===== config.mk =====
export PLATFORM = sky130hd
export DESIGN_NAME = mem_burst_reader
export DESIGN_NICKNAME = d
export VERILOG_FILES = /design/src/rtl/mem_burst_reader.sv
export SDC_FILE = /design/constraint.sdc
export NUM_CORES = 1
export LEC_CHECK = 0
export CELL_PAD_IN_SITES_DETAIL_PLACEMENT = 1
export CELL_PAD_IN_SITES_GLOBAL_PLACEMENT = 2
export CORE_MARGIN = 3
export CORE_UTILIZATION = 36
export DETAILED_ROUTE_END_ITERATION = 8
export HOLD_SLACK_MARGIN = 0.06
export PLACE_DENSITY = 0.95
export REMOVE_ABC_BUFFERS = 1
export SLEW_MARGIN = 20
export SYNTH_ARGS = -nofsm -noshare
export SYNTH_HDL_FRONTEND = slang
export SYNTH_SLANG_ARGS = --single-unit

===== constraint.sdc =====
create_clock -name clk -period 5.4 [get_ports clk]
set_input_delay 0.54 -clock clk [delete_from_list [all_inputs] [get_ports clk]]
set_output_delay 0.54 -clock clk [all_outputs]
set_load 0.01 [all_outputs]

===== src/rtl/mem_burst_reader.sv =====
// Purpose : burst read controller for the 16-bit word array; walks a contiguous
//           address range, captures returned data and streams it out in order.
// Latency : start sampled in T -> first read in T+1 -> capture in T+2 -> out_valid in T+3.
// Backpressure: out_ready low stalls the 2-entry output buffer; reads are held off
//           whenever the buffer could overflow, so no word is dropped or reordered.
//
// Ports:
//   clk, rst            single clock, synchronous active-high reset
//   start, base_addr,   burst request (sampled in IDLE only), first address,
//   length              number of words (0..DEPTH)
//   busy, done, err     status: in progress / end-of-burst pulse / rejected-start pulse
//   mem_rd_en,          read strobe and address to the array
//   mem_rd_addr
//   mem_rd_data         array read data, valid one cycle after mem_rd_en
//   out_data,           head word of the output buffer and its valid flag
//   out_valid
//   out_ready           downstream accept; transfer when out_valid && out_ready
//
// Build option: define MEM_RD_WRAP_EN to let a burst wrap past the top of the
// array (addresses continue from 0). Without it, base_addr + length > DEPTH is
// rejected with an err pulse.

module mem_burst_reader #(
  parameter int WIDTH  = 16,
  parameter int DEPTH  = 16,
  parameter int ADDR_W = 4,
  parameter int LEN_W  = 5
) (
  input  logic              clk,
  input  logic              rst,
  input  logic              start,
  input  logic [ADDR_W-1:0] base_addr,
  input  logic [LEN_W-1:0]  length,
  output logic              busy,
  output logic              done,
  output logic              err,
  output logic              mem_rd_en,
  output logic [ADDR_W-1:0] mem_rd_addr,
  input  logic [WIDTH-1:0]  mem_rd_data,
  output logic [WIDTH-1:0]  out_data,
  output logic              out_valid,
  input  logic              out_ready
);

  // FSM encoding
  localparam logic [1:0] S_IDLE  = 2'd0;
  localparam logic [1:0] S_READ  = 2'd1;
  localparam logic [1:0] S_DRAIN = 2'd2;
  localparam logic [1:0] S_FIN   = 2'd3;

  // One extra bit so base_addr + length cannot overflow the comparison.
  localparam int SUM_W = LEN_W + 1;

  logic [1:0]        state;
  logic [ADDR_W-1:0] addr;
  logic [LEN_W-1:0]  remaining;
  logic              inflight;   // a read was issued last cycle; its data is on mem_rd_data now

  // Two-entry circular output buffer
  logic [WIDTH-1:0]  slot [2];
  logic              head;
  logic [1:0]        count;

  logic              pop;
  logic              push;
  logic              wr_ptr;
  logic [2:0]        level;
  logic              issue;

  logic              len_too_big;
  logic [SUM_W-1:0]  span_end;
  logic              span_over;
  logic              reject;

  // ------------------------------------------------------------------
  // Start qualification
  // ------------------------------------------------------------------
  assign len_too_big = (length > LEN_W'(DEPTH));
  assign span_end    = SUM_W'(base_addr) + SUM_W'(length);
  assign span_over   = (span_end > SUM_W'(DEPTH));

`ifdef MEM_RD_WRAP_EN
  // Addresses wrap modulo DEPTH, so only the length itself can be illegal.
  assign reject = len_too_big;
`else
  assign reject = len_too_big | span_over;
`endif

  // ------------------------------------------------------------------
  // Buffer bookkeeping and read issue
  // ------------------------------------------------------------------
  assign out_valid = (count != 2'd0);
  assign out_data  = slot[head];
  assign pop       = out_valid & out_ready;
  assign push      = inflight;

  // Tail slot: head when empty, the other slot when one word is held. When
  // full, a push only happens together with a pop, so the tail is the slot
  // being vacated this cycle (head again).
  assign wr_ptr    = head ^ count[0];

  // Words that will occupy the buffer after this edge if nothing new issues.
  // pop implies count >= 1, so the subtraction never underflows.
  assign level     = {1'b0, count} + {2'b00, inflight} - {2'b00, pop};
  assign issue     = (state == S_READ) && (level < 3'd2);

  assign mem_rd_en   = issue;
  assign mem_rd_addr = addr;

  assign busy = (state == S_READ) || (state == S_DRAIN);
  assign done = (state == S_FIN);

  // ------------------------------------------------------------------
  // Control FSM
  // ------------------------------------------------------------------
  always_ff @(posedge clk) begin
    if (rst) begin
      state     <= S_IDLE;
      addr      <= '0;
      remaining <= '0;
      inflight  <= 1'b0;
      err       <= 1'b0;
    end else begin
      err      <= 1'b0;
      inflight <= issue;

      case (state)
        S_IDLE: begin
          if (start) begin
            if (reject) begin
              err <= 1'b1;
            end else if (length == '0) begin
              state <= S_FIN;
            end else begin
              addr      <= base_addr;
              remaining <= length;
              state     <= S_READ;
            end
          end
        end

        S_READ: begin
          if (issue) begin
            addr      <= addr + ADDR_W'(1);
            remaining <= remaining - LEN_W'(1);
            if (remaining == LEN_W'(1)) begin
              state <= S_DRAIN;
            end
          end
        end

        S_DRAIN: begin
          // Leave once the last word transfers this cycle (or already has),
          // so done lands on the cycle right after the final transfer.
          if (!inflight && ((count == 2'd0) || ((count == 2'd1) && pop))) begin
            state <= S_FIN;
          end
        end

        S_FIN: begin
          state <= S_IDLE;
        end

        default: begin
          state <= S_IDLE;
        end
      endcase
    end
  end

  // ------------------------------------------------------------------
  // Output buffer
  // ------------------------------------------------------------------
  always_ff @(posedge clk) begin
    if (rst) begin
      slot[0] <= '0;
      slot[1] <= '0;
      head    <= 1'b0;
      count   <= 2'd0;
    end else begin
      if (push) begin
        slot[wr_ptr] <= mem_rd_data;
      end
      head  <= head ^ pop;
      count <= count + {1'b0, push} - {1'b0, pop};
    end
  end

endmodule


==> reports/results.tsv <==
metric	value	unit
fillcell total	780	
Top FF cell, synth	edfxtp_1	
Avg Synthesized Cell Area	11.22	um2
initial DRC count	115	
Final Critical Period	3.834	ns
FF-to-FF End	state[0]	
Antenna diodes	0	
grt ovf	0	
R2R Path Start	count[0]	
crit-path max cell delay	0.54	ns
power per standard cell area	425.6	nW/um2
CP required	4.86	ns
outcome	finished clean	
worst slew pin tran	0.9485	ns
Setup CP Type	input port to primary output	
CTS resizes	0	
Async S/R FF share, synth	0	
synth-to-layout area growth	28.09	%
Final GP Congestion	0.8348	
Post-Syn Instances	237	
Fmax	260.8	MHz
routed len/inst	16.53	um
pin count of the biggest net entering global routing	20	
most common cell after layout, fill and taps aside	clkdlybuf4s50_1	
final-report max-slew violation count	0	
most frequent cells in the layout	clkdlybuf4s50_1, and2_1, edfxtp_1	
H-tree depth	2	
Leak Pwr	1.298	nW
Final Hold Viols	0	
Post-Syn Area	2659	um2
DIE AREA	8453	um2
Synthesis Warnings	0	
clock sink total	48	
initial antenna violation count	0	
via count	2008	
share of cells above drive strength 1	0.1233	
Critical Path Sink Type	primary output	
arrival time worst endpoint	3.29	ns
root buf cell	clkbuf_8	
vias in the first global route	2121	
number of synthesized register bits	48	
initial cell density of the core	0.3808	
Routed Antenna Nets	0	
RSZ-0062 raised after global routing	false	
Post-Route Setup TNS	0	ns
DRC viols	0	
post-route cell area	3406	um2
first-pass GRT wire length	10640	um
IO Pins	54	
CP Cell Sequence	clkdlybuf4s50_1 > and2_1 > ha_1 > inv_1 > ha_1 > fa_1 > xnor2_1 > nor2_1 > nand2_1 > inv_1 > clkdlybuf4s50_1	
GRT Util Overall	0.1591	
cts hold-fix bufs	0	
Worst-Skew Late Latency	0.30	ns
ranking of synthesized cells by area	edfxtp_1, dfxtp_1, and2_1	
Final Setup Violations	0	
Die Y	91.94	um
Post-synth EDFFs	32	
post-synth top area share	0.3614	
Synth cell types	50	
sink of the worst hold path	remaining[1]	
die width	91.94	um
via density per instance	5.175	
Final nets	336	
Tcrit/Tclk final	0.7101	
r2r setup slk	2.27	ns
drt pass-1 iters	4	
HPWL after DPL	4743	um
FP Rows	30	
cell area after placement	3294	um2
hold path cells	2	
Place WS	1.573	ns
clk slew on worst S/H paths	0.09	ns
number of max-cap violations	0	
Max Buffers Root-to-Sink	2	
CTS tree	done	
Worst Hold Class	flip-flop to flip-flop	
relative slew slack	0.3668	
area leader, netlist	edfxtp_1	
cells on worst reg2reg path	13	
worst-path fanout max	6	
element type at the critical path start	input port	
IO Port Bufs	53	
final worst slack	1.566	ns
Core Area	6982	um2
hold_sp	remaining[1]	
sequential fraction of the synthesis area	0.4819	
Routed WL	6413	um
Max Clock Skew	0.006931	ns
Num CTS Buffers	5	
IR drop worst, VDD	0.1320	mV
# Post-CTS Setup Buffers	0	
Worst path slowest cell	clkdlybuf4s50_1	
-- metal layers --
layer	global-route usage	wire, um
met5	0	0
met4	0.05198	77
met3	0.02461	129
met2	0.2774	3403
met1	0.2011	2802
-- registers in the layout (all words and copies together), names as in the netlist --
register / flops
slot: 32
remaining: 5
mem_rd_addr: 4
count: 2
state: 2
err: 1
head: 1
inflight: 1
-- stage by stage --
| step | hold slack (ns) | power (mW) | std cells | utilization |
|---|---|---|---|---|
| after floorplan | 0.4516 | 0.9344 | 229 | - |
| after global placement | 0.4729 | 1.177 | 380 | 0.4719 |
| after detailed placement | 0.4844 | 1.200 | 380 | 0.4719 |
| after CTS | 0.4982 | 1.467 | 388 | 0.4878 |
| after global routing | 0.5189 | 1.554 | 388 | 0.4878 |
| final | 0.4951 | 1.449 | 388 | 0.4878 |
-- power breakdown --
group | internal [mW] | switching, mW | total, mW
clock network | 0.137 | 0.123 | 0.261
logic | 0.335 | 0.335 | 0.670
registers | 0.458 | 0.0612 | 0.519
-- area by class of cell --
class	instances	area, um2	area share
Tap cell	96	120.1	0.03527
Sequential cell	48	1281	0.3762
Clock buffer	5	68.82	0.02021
Clock inverter	3	42.54	0.01249
Inverter	12	45.04	0.01323
Multi-Input combinational cell	169	1303	0.3824
Timing Repair Buffer	55	545.5	0.1602
-- worst max-delay path by stage --
stage / end / cells past startpoint / start / slack, ns
6_report: mem_rd_en / 11 / out_ready / 1.57
5_1_grt: mem_rd_en / 11 / out_ready / 1.38
4_1_cts: mem_rd_en / 11 / out_ready / 1.55
3_5_place_dp: mem_rd_en / 11 / out_ready / 1.57
3_3_place_gp: mem_rd_en / 11 / out_ready / 1.63
2_1_floorplan: remaining[3] / 7 / base_addr[0] / 2.61
-- cells in the mapped netlist, types with 2 or more instances --
| cell type | count |
|---|---|
| inv_1 | 12 |
| o211a_1 | 2 |
| xnor2_1 | 3 |
| nand3_1 | 2 |
| nor4_1 | 2 |
| o32ai_1 | 5 |
| mux2i_1 | 2 |
| o2bb2ai_1 | 2 |
| a211oi_1 | 4 |
| a32o_1 | 3 |
| a21oi_1 | 7 |
| mux2_2 | 17 |
| and2_1 | 34 |
| nor2b_1 | 2 |
| fa_1 | 2 |
| nand3b_1 | 2 |
| o21ai_0 | 5 |
| xor2_1 | 2 |
| nor2_1 | 12 |
| edfxtp_1 | 32 |
| ha_1 | 14 |
| o211ai_1 | 2 |
| nand2_1 | 15 |
| nor3_1 | 5 |
| or2_2 | 2 |
| dfxtp_1 | 16 |
| clkbuf_1 | 8 |
-- cell families after synthesis --
| kind of cell | count (synthesis) | share of synthesized area |
|---|---|---|
| buffers and inverters | 20 | 0.02823 |
| DFF | 48 | 0.4819 |
| and+or+nand+nor | 85 | 0.1784 |
| adders and majority gates | 16 | 0.08094 |
| xor gates and xnor gates | 5 | 0.01647 |
| muxes | 19 | 0.07953 |
| AOI/OAI and AO/OA | 44 | 0.1346 |
-- worst max-delay path, delay by kind of cell --
family	cells	cell delay (ns)
buffers and inverters	4	1.13
XOR/XNOR	1	0.16
AND/OR/NAND/NOR	3	0.63
adder cells (fa/ha/maj)	3	0.83
(Power assumes the default switching activity.)
